## src/rtl/i2c_pkg.sv

```systemverilog
// Shared types for the I2C transmit-path arbiter: FSM states, width defaults, client index.
package i2c_pkg;

    localparam int ADDR_W_DFLT = 7;
    localparam int LEN_W_DFLT  = 6;

    typedef enum logic [2:0] {
        IDLE,
        GRANT,
        PRIME0,
        PRIME1,
        RUN,
        FINISH
    } state_t;

    typedef logic client_idx_t;

    function automatic logic [1:0] onehot2(input client_idx_t idx);
        return idx ? 2'b10 : 2'b01;
    endfunction

endpackage

```

## src/rtl/i2c_tx_arbiter_rr_arb2.sv

```systemverilog
// Two-way round-robin pick; the pointer names the client that wins a tie.
module rr_arb2
    import i2c_pkg::*;
(
    input  logic       clk,
    input  logic       rst_n,
    input  logic [1:0] req,
    input  logic       adv,
    input  logic       last,
    output logic [1:0] win
);

    client_idx_t rr_ptr;

    always_ff @(posedge clk or negedge rst_n) begin
        if (!rst_n) begin
            rr_ptr <= 1'b0;
        end else if (adv) begin
            rr_ptr <= ~last;
        end
    end

    always_comb begin
        win = req;
        if (req == 2'b11) begin
            win = onehot2(rr_ptr);
        end
    end

endmodule

```

## src/rtl/i2c_tx_arbiter.sv

```systemverilog
// Grants one of two clients a burst and keeps the TX controller's two byte buffers fed.
//   state  | meaning
//   IDLE   | waiting for a request; latches winner's address and length
//   GRANT  | zero-length bursts complete here, otherwise start priming
//   PRIME0 | fetching first byte into buffer 0
//   PRIME1 | fetching second byte into buffer 1
//   RUN    | tx_start held; refilling drained buffers until tx_done/tx_nack
//   FINISH | grant and tx_start low; pointer moves to the other client
module i2c_tx_arbiter
    import i2c_pkg::*;
#(
    parameter int ADDR_W = ADDR_W_DFLT,
    parameter int LEN_W  = LEN_W_DFLT
) (
    input  logic              clk,
    input  logic              rst_n,
    input  logic [1:0]        req,
    input  logic [ADDR_W-1:0] req_addr0,
    input  logic [ADDR_W-1:0] req_addr1,
    input  logic [LEN_W-1:0]  req_len0,
    input  logic [LEN_W-1:0]  req_len1,
    output logic [1:0]        grant,
    output logic              byte_req,
    input  logic [7:0]        byte_in,
    input  logic              byte_valid,
    output logic [1:0]        done,
    output logic [1:0]        err,
    output logic              tx_start,
    output logic [ADDR_W-1:0] tx_addr,
    output logic [LEN_W-1:0]  tx_len,
    output logic [7:0]        buf_data,
    output logic              load_buf0,
    output logic              load_buf1,
    input  logic              buf_empty0,
    input  logic              buf_empty1,
    input  logic              tx_done,
    input  logic              tx_nack
);

    state_t           state;
    client_idx_t      cur;
    logic [LEN_W-1:0] fetched;
    logic             fetch_busy;
    logic             fetch_tgt;
    logic [1:0]       pend;
    logic [1:0]       pend_nx;
    logic [1:0]       win;
    logic             rr_adv;
    logic             accept;
    logic             more;

    assign more   = fetched < tx_len;
    assign accept = fetch_busy && byte_valid;
    assign rr_adv = (state == FINISH) || ((state == GRANT) && (tx_len == '0));

    // Drain pulses only count while bytes remain to be fetched.
    always_comb begin
        pend_nx = pend | ({buf_empty1, buf_empty0} & {2{more}});
    end

    rr_arb2 u_rr_arb2 (
        .clk   (clk),
        .rst_n (rst_n),
        .req   (req),
        .adv   (rr_adv),
        .last  (cur),
        .win   (win)
    );

    always_ff @(posedge clk or negedge rst_n) begin
        if (!rst_n) begin
            state      <= IDLE;
            cur        <= 1'b0;
            fetched    <= '0;
            fetch_busy <= 1'b0;
            fetch_tgt  <= 1'b0;
            pend       <= 2'b00;
            grant      <= 2'b00;
            byte_req   <= 1'b0;
            done       <= 2'b00;
            err        <= 2'b00;
            tx_start   <= 1'b0;
            tx_addr    <= '0;
            tx_len     <= '0;
            buf_data   <= 8'h00;
            load_buf0  <= 1'b0;
            load_buf1  <= 1'b0;
        end else begin
            byte_req  <= 1'b0;
            load_buf0 <= 1'b0;
            load_buf1 <= 1'b0;
            done      <= 2'b00;
            err       <= 2'b00;
            case (state)
                IDLE: begin
                    if (|req) begin
                        grant   <= win;
                        cur     <= win[1];
                        tx_addr <= win[1] ? req_addr1 : req_addr0;
                        tx_len  <= win[1] ? req_len1 : req_len0;
                        fetched <= '0;
                        pend    <= 2'b00;
                        state   <= GRANT;
                    end
                end
                GRANT: begin
                    if (tx_len == '0) begin
                        done  <= onehot2(cur);
                        grant <= 2'b00;
                        state <= IDLE;
                    end else begin
                        byte_req   <= 1'b1;
                        fetch_busy <= 1'b1;
                        fetch_tgt  <= 1'b0;
                        state      <= PRIME0;
                    end
                end
                PRIME0: begin
                    if (accept) begin
                        buf_data  <= byte_in;
                        load_buf0 <= 1'b1;
                        fetched   <= fetched + 1'b1;
                        if (tx_len == LEN_W'(1)) begin
                            fetch_busy <= 1'b0;
                            state      <= RUN;
                        end else begin
                            byte_req  <= 1'b1;
                            fetch_tgt <= 1'b1;
                            state     <= PRIME1;
                        end
                    end
                end
                PRIME1: begin
                    if (accept) begin
                        buf_data   <= byte_in;
                        load_buf1  <= 1'b1;
                        fetched    <= fetched + 1'b1;
                        fetch_busy <= 1'b0;
                        state      <= RUN;
                    end
                end
                RUN: begin
                    tx_start <= 1'b1;
                    if (tx_nack || tx_done) begin
                        if (tx_nack) begin
                            err <= onehot2(cur);
                        end else begin
                            done <= onehot2(cur);
                        end
                        fetch_busy <= 1'b0;
                        pend       <= 2'b00;
                        grant      <= 2'b00;
                        tx_start   <= 1'b0;
                        state      <= FINISH;
                    end else if (accept) begin
                        buf_data   <= byte_in;
                        load_buf0  <= ~fetch_tgt;
                        load_buf1  <= fetch_tgt;
                        fetched    <= fetched + 1'b1;
                        fetch_busy <= 1'b0;
                        pend       <= pend_nx & ~onehot2(fetch_tgt);
                    end else if (!fetch_busy && (pend_nx != 2'b00) && more) begin
                        // Buffer 0 is refilled first when both are pending.
                        byte_req   <= 1'b1;
                        fetch_busy <= 1'b1;
                        fetch_tgt  <= ~pend_nx[0];
                        pend       <= pend_nx;
                    end else begin
                        pend <= more ? pend_nx : 2'b00;
                    end
                end
                FINISH: begin
                    tx_start <= 1'b0;
                    grant    <= 2'b00;
                    state    <= IDLE;
                end
                default: state <= IDLE;
            endcase
        end
    end

endmodule

```

## config.mk

```make
export PLATFORM = sky130hd
export DESIGN_NAME = i2c_tx_arbiter
export DESIGN_NICKNAME = d
export VERILOG_FILES = /design/src/rtl/i2c_pkg.sv /design/src/rtl/i2c_tx_arbiter_rr_arb2.sv /design/src/rtl/i2c_tx_arbiter.sv
export SDC_FILE = /design/constraint.sdc
export NUM_CORES = 1
export LEC_CHECK = 0
export ABC_CLOCK_PERIOD_IN_PS = 5900
export CORE_UTILIZATION = 50
export CTS_CLUSTER_DIAMETER = 100
export DETAILED_ROUTE_END_ITERATION = 6
export GPL_ROUTABILITY_DRIVEN = 0
export PLACE_DENSITY = 0.87
export REMOVE_ABC_BUFFERS = 1
export SYNTH_ARGS = -nofsm -noshare
export SYNTH_HDL_FRONTEND = slang
export SYNTH_SLANG_ARGS = --single-unit
```

## constraint.sdc

```tcl
create_clock -name clk -period 5.9 [get_ports clk]
set_clock_uncertainty 0.2 [all_clocks]
set_input_delay 0.885 -clock clk [delete_from_list [all_inputs] [get_ports clk]]
set_output_delay 0.885 -clock clk [all_outputs]
set_load 0.005 [all_outputs]
```

# Word level (Yosys, flattened, before mapping)

Cells that the tools add are included.

Flip-flop bits (word level): 46
Input port bits: 43
Output and inout port bits: 31
Word-level logic and storage cells: 140

Add/sub/neg operators: 1
Magnitude comparators: 1
Eq/ne operators: 19
Muxes and demuxes: 68
Bitwise gates (word level): 7
Reduce and logical (&&, ||, !) cells: 27

Operator list:

| kind                | number |
|---|---|
| $mux 2              | 19 |
| $mux 1              | 25 |
| $mux 6              | 4 |
| $ne 2x2->1 const B  | 10 |
| $pmux 6 s3          | 1 |
| $mux 8              | 2 |
| $pmux 8 s2          | 1 |
| $mux 3              | 5 |
| $pmux 3 s5          | 1 |
| $pmux 2 s2          | 2 |
| $pmux 2 s4          | 1 |
| $reduce_and 4->1    | 2 |
| $reduce_bool 2->1   | 4 |
| $reduce_bool 4->1   | 2 |
| $mux 7              | 1 |
| $reduce_and 7->1    | 1 |
| $add 6x1->6 const B | 1 |
| $eq 3x2->1 const B  | 2 |
| $eq 3x3->1 const B  | 2 |
| $eq 6x1->1 const B  | 1 |
| $logic_not 6->1     | 1 |
| $lt 6x6->1          | 1 |
| $pmux 1 s2          | 3 |
| $pmux 1 s3          | 2 |
| 18 further kinds    | 29 |

# Longest topological paths before layout

Gate-level depths: netlist of the first run.

Word-level depth: 10
Gate-level depth with buffers: 7

# By module

Synthesis of the first run repeated with hierarchy kept, for this count alone.

Cells, all modules: 222
Area total of the unflattened synthesis: 2289.7 um^2

Modules (own cells, without submodules):

| module         | times used | cells each | area an instance (um^2) | seq. area each (um^2) |
|---|---|---|---|---|
| i2c_tx_arbiter | 1          | 217        | 2235.9                  | 1126.1 |
| rr_arb2        | 1          | 5          | 53.8                    | 25.0 |

# Least setup slack after synthesis of the first run

OpenSTA, ideal clock, no wires.

Path kind: input to register
From: input req[0]
To: register tx_addr[0]
Library setup time: 0.134 ns
Arrival time: 1.979 ns
Slack: 3.587 ns
Stages on the path: 5
Path buffers: 1
Cell sequence: inv_1 o21ai_1 buf_2 mux2i_1 o21ai_0

Word-level cells in the longest chain between the ends: 3
Elaborated cells on any way between the ends: 5
Those cells by class: eq/ne (1); mux (2); reduce/logical (2)

RTL lines:

| element                | RTL line                     | RTL |
|---|---|---|
| start: declaration     | i2c_tx_arbiter.sv:17         | `input logic [1:0] req,` |
| $eq 2x2->1             | i2c_tx_arbiter_rr_arb2.sv:25 | `if (req == 2'b11) begin` |
| $mux 2                 | i2c_tx_arbiter_rr_arb2.sv:25 |  |
| $mux 7                 | i2c_tx_arbiter.sv:99         | `tx_addr <= win[1] ? req_addr1 : req_addr0;` |
| end signal: assignment | i2c_tx_arbiter.sv:99         |  |
| end: declaration       | i2c_tx_arbiter.sv:29         | `output logic [ADDR_W-1:0] tx_addr,` |

Parallel ways exist; a longest one is shown, timed or not.
A chain may end at the register's enable or synchronous reset.

# Final worst setup path of the first run

From: input tx_nack
To: register buf_data[1]

Word-level cells in the longest chain between the ends: 3

RTL lines:

| element                    | RTL line              | RTL |
|---|---|---|
| start: declaration         | i2c_tx_arbiter.sv:37  | `input logic tx_nack` |
| $logic_or 1x1->1           | i2c_tx_arbiter.sv:144 | `if (tx_nack \|\| tx_done) begin` |
| $ne 2x2->1 (no line)       | -                     |  |
| $reduce_and 2->1 (no line) | -                     |  |
| end signal: assignment     | i2c_tx_arbiter.sv:120 | `buf_data <= byte_in;` |
| end signal: assignment     | i2c_tx_arbiter.sv:135 | `buf_data <= byte_in;` |
| end signal: assignment     | i2c_tx_arbiter.sv:156 | `buf_data <= byte_in;` |
| end: declaration           | i2c_tx_arbiter.sv:31  | `output logic [7:0] buf_data,` |

No other way between the ends.

==> results.json, run 1 <==
{
  "status": "finished, violations left",
  "violations": "design-rule violations",
  "cts.htree.levels": 2,
  "hold_viol": 0,
  "cts_resized": 0,
  "ys_async_sr_fraction_pct": 100,
  "hpwl_um": 3860,
  "ys_ff_latch": 46,
  "switchingPower_w": 0.000126,
  "drive_above_1_share_pct": 9.00,
  "synth_warnings": 0,
  "areaGrowthSynthToFinish_pct": 35.6,
  "antenna_found_initial": 0,
  "port_buffers": 73,
  "grt_pass1_vias": 2058,
  "slew_violations": 0,
  "cts-root-buf": "clkbuf_8",
  "drc_errors": 4,
  "end_kind": "flip-flop",
  "synth_edf_count": 0,
  "fin_crit_ns": 2.95,
  "grt_max_degree": 47,
  "max_slew_margin_pct": 34.4,
  "totalWireLength_um": 5350,
  "firstDrtPassIters": 6,
  "setup_viol": 0,
  "clock_path_buffers": 2,
  "clk_pin_slew_ns": 0.08,
  "crit_path_start_kind": "primary input",
  "hp-class": "flip-flop to flip-flop",
  "crit_chain": "clkdlybuf4s50_1, nor3_1, and2_2, o21bai_1, mux2_2",
  "overflow": 0,
  "path_delay_family": "compound AO/OA/AOI/OAI gates",
  "grt_pass1_wl_um": 9180,
  "wl_met2_um": 2750,
  "ant_nets": 0,
  "synth.avg_cell_area_um2": 9.87,
  "initial_core_util_pct": 53.2,
  "cts.hold.buffers_added": 0,
  "cp.arrival_ns": 2.94,
  "crit_path_top_delay_cell": "o21bai_1",
  "clk_latency_ns": 0.30,
  "ys_types": 46,
  "total_power_w": 0.000595,
  "cts_made_buffers": 5,
  "wl_met3_um": 272,
  "insertedDiodeCount": 0,
  "die_area_um2": 5040,
  "netSwitchingFraction_pct": 21.1,
  "synthCells": 241,
  "worstPathMaxFanout": 10,
  "p_comb_share_pct": 7.9,
  "vias_per_cell": 5.71,
  "maxCapViolCount": 0,
  "rsz0062_at_grt": "false",
  "cts.sinks": 46,
  "crit_buf_inv": 1,
  "cts_setup_buffers": 0,
  "core_region_area_um2": 4470,
  "wl_met1_um": 2210,
  "leakagePower_nw": 1.45,
  "die_w_um": 71.0,
  "routedWlPerCell_um": 14.7,
  "layout.nets": 359,
  "ir_drop_mv": 0.119,
  "critical_path_class": "primary input to flip-flop",
  "io_pins": 74,
  "drt_iter0_markers": 244,
  "vias": 2073,
  "num_rows": 24,
  "ys_seq_area_share_pct": 48.4,
  "die_y_um": 71.0,
  "fin_crit_sh_pct": 50.1,
  "p_per_area_nw_per_um2": 184,
  "syn_area_um2": 2380,
  "cts_tree": "done",
  "p_seq_share_pct": 53.0,
  "fmax_ghz": 0.339,
  "internal_power_w": 0.000469,
  "grt_use_total_pct": 23.2,
  "tns_ns": 0,
  "ys.flop_type": "dfrtp_1",
  "routed.top_layer": "met4",
  "cp.required_ns": 5.89,
  "slowest_delay_ns": 0.69,
  "clkPwrFrac_pct": 39.1,
  "tightest_slew_ns": 0.984
}
## cell families (layout without fill, tap and decap cells)
| group | Yosys count | count (layout) | synth area share [%] |
|---|---|---|---|
| compound gates | 61 | 61 | 15.9 |
| fa+ha+maj | 6 | 6 | 3.16 |
| buf+inv | 22 | 92 | 4.26 |
| flops | 46 | 46 | 48.4 |
| mux | 25 | 25 | 11.0 |
| simple gates | 81 | 81 | 17.3 |
## worst reg2reg max path, delay by kind of cell, from the launching register on
family | cells | cell delay, ns
adders and majority gates | 1 | 0.31
muxes | 1 | 0.33
AOI/OAI and AO/OA | 4 | 1.26
DFF | 1 | 0.45
## layout by cell type (no fill, tap or decap), drive strengths merged, types with 3 or more instances in the layout
cell type | netlist | final
nand4 | 3 | 3
nor3 | 9 | 9
mux2 | 10 | 10
o21ai | 25 | 25
nor2b | 4 | 4
nand2 | 27 | 27
ha | 6 | 6
clkdlybuf4s50 | 0 | 72
and3 | 3 | 3
a21o | 3 | 3
mux2i | 15 | 15
nand3 | 4 | 4
dfrtp | 46 | 46
and2 | 3 | 3
o31ai | 4 | 4
a21oi | 11 | 11
a32oi | 3 | 3
a31oi | 4 | 4
nor2 | 13 | 13
inv | 11 | 11
clkbuf | 7 | 5
## layer usage
metal / global-route usage [%] / vias to the layer above
met5: 0 / -
met4: 9.11 / 0
met3: 5.41 / 10
met2: 41.6 / 67
met1: 26.9 / 992
li1: - / 1004
## power groups by stage
stage	clock [W]	sequential, W	combinational (W)
after detailed placement	0	0.000321	0.0000472
final	0.000233	0.000315	0.0000470
after global placement	0	0.000321	0.0000465
after global routing	0.000248	0.000315	0.0000515
after CTS	0.000237	0.000315	0.0000479
after floorplan	0	0.000321	0.0000102
## through the flow
stage	hold WS (ns)	worst slack (ns)	area [um^2]	util, %	cells
final	0.282	2.95	3230	72.1	363
after global routing	0.326	2.83	3230	72.1	363
after CTS	0.287	2.96	3230	72.1	363
after detailed placement	0.269	2.64	3120	69.7	355
after global placement	0.261	2.72	3120	69.7	355
after floorplan	0.250	3.02	2320	-	230
## path summary, 6_finish.rpt
path                                        startpoint  cells after the start                 endpoint  slack, ns
worst max-delay path                           tx_nack                      5  buf_data[1]$_DFFE_PN0P_       2.95
worst min-delay path            tx_addr[6]$_DFFE_PN0P_                      2   tx_addr[6]$_DFFE_PN0P_       0.28
worst max register to register  fetched[2]$_DFFE_PN0P_                      6    fetch_tgt$_DFFE_PN0P_       3.25
worst min register to register  tx_addr[6]$_DFFE_PN0P_                      2   tx_addr[6]$_DFFE_PN0P_       0.28
max in group asynchronous                        rst_n                      1  buf_data[3]$_DFFE_PN0P_       4.37
min in group asynchronous                        rst_n                      1     grant[0]$_DFFE_PN0P_       0.54
## synth_stat cells, drive strengths merged (2+ instances only)
master | number | area (um^2)
dfrtp | 46 | 1150
mux2 | 10 | 113
clkbuf | 7 | 37.5
inv | 11 | 41.3
nand4 | 3 | 18.8
and2 | 3 | 20.0
a21o | 3 | 22.5
nand2 | 27 | 101
o21ai | 25 | 125
nand3 | 4 | 20.0
o31ai | 4 | 30.0
mux2i | 15 | 150
or4 | 2 | 15.0
a21oi | 11 | 55.1
nand2b | 2 | 12.5
buf | 4 | 22.5
and3 | 3 | 18.8
ha | 6 | 75.1
o22ai | 2 | 12.5
nor3 | 9 | 45.0
a32oi | 3 | 26.3
nor2b | 4 | 25.0
or3 | 2 | 12.5
and2b | 2 | 17.5
nand3b | 2 | 15.0
nor2 | 13 | 48.8
a31oi | 4 | 25.0
## final cells by class
type                       count  area [um^2]
sequential                    46         1150
inverter                      11         41.3
timing repair buffer          73          726
clock buffer                   5         68.8
multi-input combinational    173         1130
tap                           52         65.1
fill                         327         1250
clock inverter                 3         40.0
## state kept, by name (all words and copies together) (netlist names), 2 cells and up
| signal | flops |
|---|---|
| tx_addr | 7 |
| buf_data | 8 |
| err | 2 |
| pend | 2 |
| grant | 2 |
| state | 3 |
| tx_len | 6 |
| fetched | 6 |
| done | 2 |
(Power assumes the default switching activity.)
==> run 2, diff against run 1 <==
ABC_CLOCK_PERIOD_IN_PS = 2690   (was 5900)
CORE_UTILIZATION = 42   (was 50)
PLACE_DENSITY = 0.78   (was 0.87)
clock period = 2.69 ns   (was 5.9 ns; I/O delays follow)
==> run 2 against run 1 <==
Net effect: critical path depth increased by 1; total power increased by 100%; global-route usage decreased by 4.1 points; sequential share of layout area decreased by 1.1 points; largest power group unchanged; first-iteration DRC count decreased by 24%; cell area increased by 3.1%; combinational power increased by 130%; sequential power increased by 120%; die area increased by 18%; largest cell class unchanged; core utilization decreased by 11 points; highest routed layer unchanged; the flow now finishes without violations; non-clock buffer count increased by 14; worst setup slack got worse by 2.5 ns.
==> results.json, run 2 (synthesis gave the netlist of run 1 again) <==
{
  "fin_crit_sh_pct": 85.1,
  "num_rows": 27,
  "hp-class": "flip-flop to flip-flop",
  "leakagePower_nw": 1.50,
  "place_area_um2": 3240,
  "slew_violations": 0,
  "cts_setup_buffers": 0,
  "cts.sinks": 46,
  "insertedDiodeCount": 0,
  "total_power_w": 0.00119,
  "rsz0062_at_grt": "false",
  "hold_viol": 0,
  "setup_viol": 0,
  "ant_nets": 0,
  "antenna_found_initial": 0,
  "maxCapViolCount": 0,
  "firstDrtPassIters": 4,
  "regToRegSetupSlack_ns": 0.40,
  "largest_reg_flops": 8,
  "layout_common_cells": "clkdlybuf4s50_1 (72), dfrtp_1 (46), nand2_1 (27), o21ai_0 (23), mux2i_1 (15)",
  "final_area_um2": 3330,
  "grt_pass1_vias": 2050,
  "totalWireLength_um": 5160,
  "vias": 2077,
  "io_pins": 74,
  "fin_util_pct": 60.8,
  "die_area_um2": 5970,
  "cts-root-buf": "clkbuf_8",
  "status": "complete, no violations",
  "tns_ns": 0,
  "grt_use_total_pct": 19.1,
  "clk_pin_slew_ns": 0.08,
  "die_w_um": 77.3,
  "cts_resized": 0,
  "place_inst": 388,
  "seq_area_um2": 1150,
  "layout_commonest_cell": "clkdlybuf4s50_1",
  "cts_tree": "done",
  "drt_iter0_markers": 185,
  "fillCellCount": 496,
  "multi_input_comb_area_um2": 1130,
  "die_y_um": 77.3,
  "tightest_slew_ns": 0.852,
  "largest_registers": "buf_data (8), tx_addr (7)",
  "clock_path_buffers": 2,
  "crit_path_top_delay_cell": "dfrtp_1",
  "fin_cells": 396,
  "grt_pass1_wl_um": 9050,
  "cts.htree.levels": 2,
  "clk_latency_ns": 0.29,
  "grt_max_degree": 30,
  "crit_chain": "inv_1, ha_1, and3_1, a221oi_1, a31o_2, mux2_2",
  "port_buffers": 73,
  "crit_path_start_kind": "flip-flop",
  "p_per_area_nw_per_um2": 357,
  "ir_drop_mv": 0.196,
  "overflow": 0,
  "top_register": "buf_data",
  "initial_core_util_pct": 43.5,
  "slowest_delay_ns": 0.48,
  "layout.nets": 373,
  "areaGrowthSynthToFinish_pct": 39.8,
  "drc_errors": 0,
  "vias_per_cell": 5.24,
  "max_slew_margin_pct": 43.1,
  "cts.hold.buffers_added": 1,
  "drive_above_1_share_pct": 11.7,
  "cp.arrival_ns": 2.27,
  "critical_path_class": "flip-flop to flip-flop",
  "routedWlPerCell_um": 13.0,
  "hpwl_um": 3930,
  "cp.required_ns": 2.67,
  "fmax_ghz": 0.437,
  "end_kind": "flip-flop",
  "fin_crit_ns": 2.29,
  "worstPathMaxFanout": 8,
  "cts_made_buffers": 5,
  "core_region_area_um2": 5470
}
## run 2: cell types whose count changed in the layout (fill, tap and decap cells not counted), sizes merged
cell	delta
buf	+13
bufinv	-1
clkinv	-2
clkbuf	+2
dlygate4sd3	+1
## run 2: path summary, 6_finish.rpt
| check | from | endpoint | depth (start not counted) |
|---|---|---|---|
| setup / recovery | tx_len[3]$_DFFE_PN0P_ | fetch_tgt$_DFFE_PN0P_ | 6 |
| hold / removal | tx_addr[6]$_DFFE_PN0P_ | tx_addr[6]$_DFFE_PN0P_ | 2 |
| setup reg to reg | tx_len[3]$_DFFE_PN0P_ | fetch_tgt$_DFFE_PN0P_ | 6 |
| hold reg to reg | tx_addr[6]$_DFFE_PN0P_ | tx_addr[6]$_DFFE_PN0P_ | 2 |
| max in group asynchronous | rst_n | tx_addr[3]$_DFFE_PN0P_ | 3 |
| min in group asynchronous | rst_n | tx_start$_DFFE_PN0P_ | 2 |
## run 2: worst max-delay path: cells and delay by family (launching register included)
family,cells,cell delay [ns]
AOI/OAI and AO/OA,2,0.66
buffers and inverters,1,0.07
and+or+nand+nor,1,0.16
adders and majority gates,1,0.29
muxes,1,0.32
DFF,1,0.48
## run 2: final cells by class
cell class	instances	area share, %
flip-flops and latches	46	34.6
multi-input cells	173	34.1
repair buffers	87	25.1
well taps	72	2.71
clock buffers	7	2.29
inverters	11	1.24
## run 2: report_power, final
group / switching [W] / leakage, nW / internal, W / total, W
sequential: 0 / 0.633 / 0.000691 / 0.000691
combinational: 0.0000386 / 0.830 / 0.0000696 / 0.000108
clock: 0.000209 / 0.0383 / 0.000179 / 0.000388
total: 0.000248 / 1.50 / 0.000939 / 0.00119
## run 2: metal layers
layer	up-vias	share of wire, %	GRT usage (%)
met5	-	0	0
met4	0	0.93	6.23
met3	6	6.5	5.48
li1	1028	-	-
met1	971	42	23.2
met2	72	51	32.3
## run 2: per-stage QoR
| stage | setup WS [ns] | hold WS (ns) |
|---|---|---|
| 2_1_floorplan | 0.290 | -0.0921 |
| 3_3_place_gp | 0.159 | 0.174 |
| 3_5_place_dp | 0.0941 | 0.173 |
| 4_1_cts | 0.380 | 0.289 |
| 5_1_grt | 0.301 | 0.324 |
| 6_report | 0.401 | 0.280 |
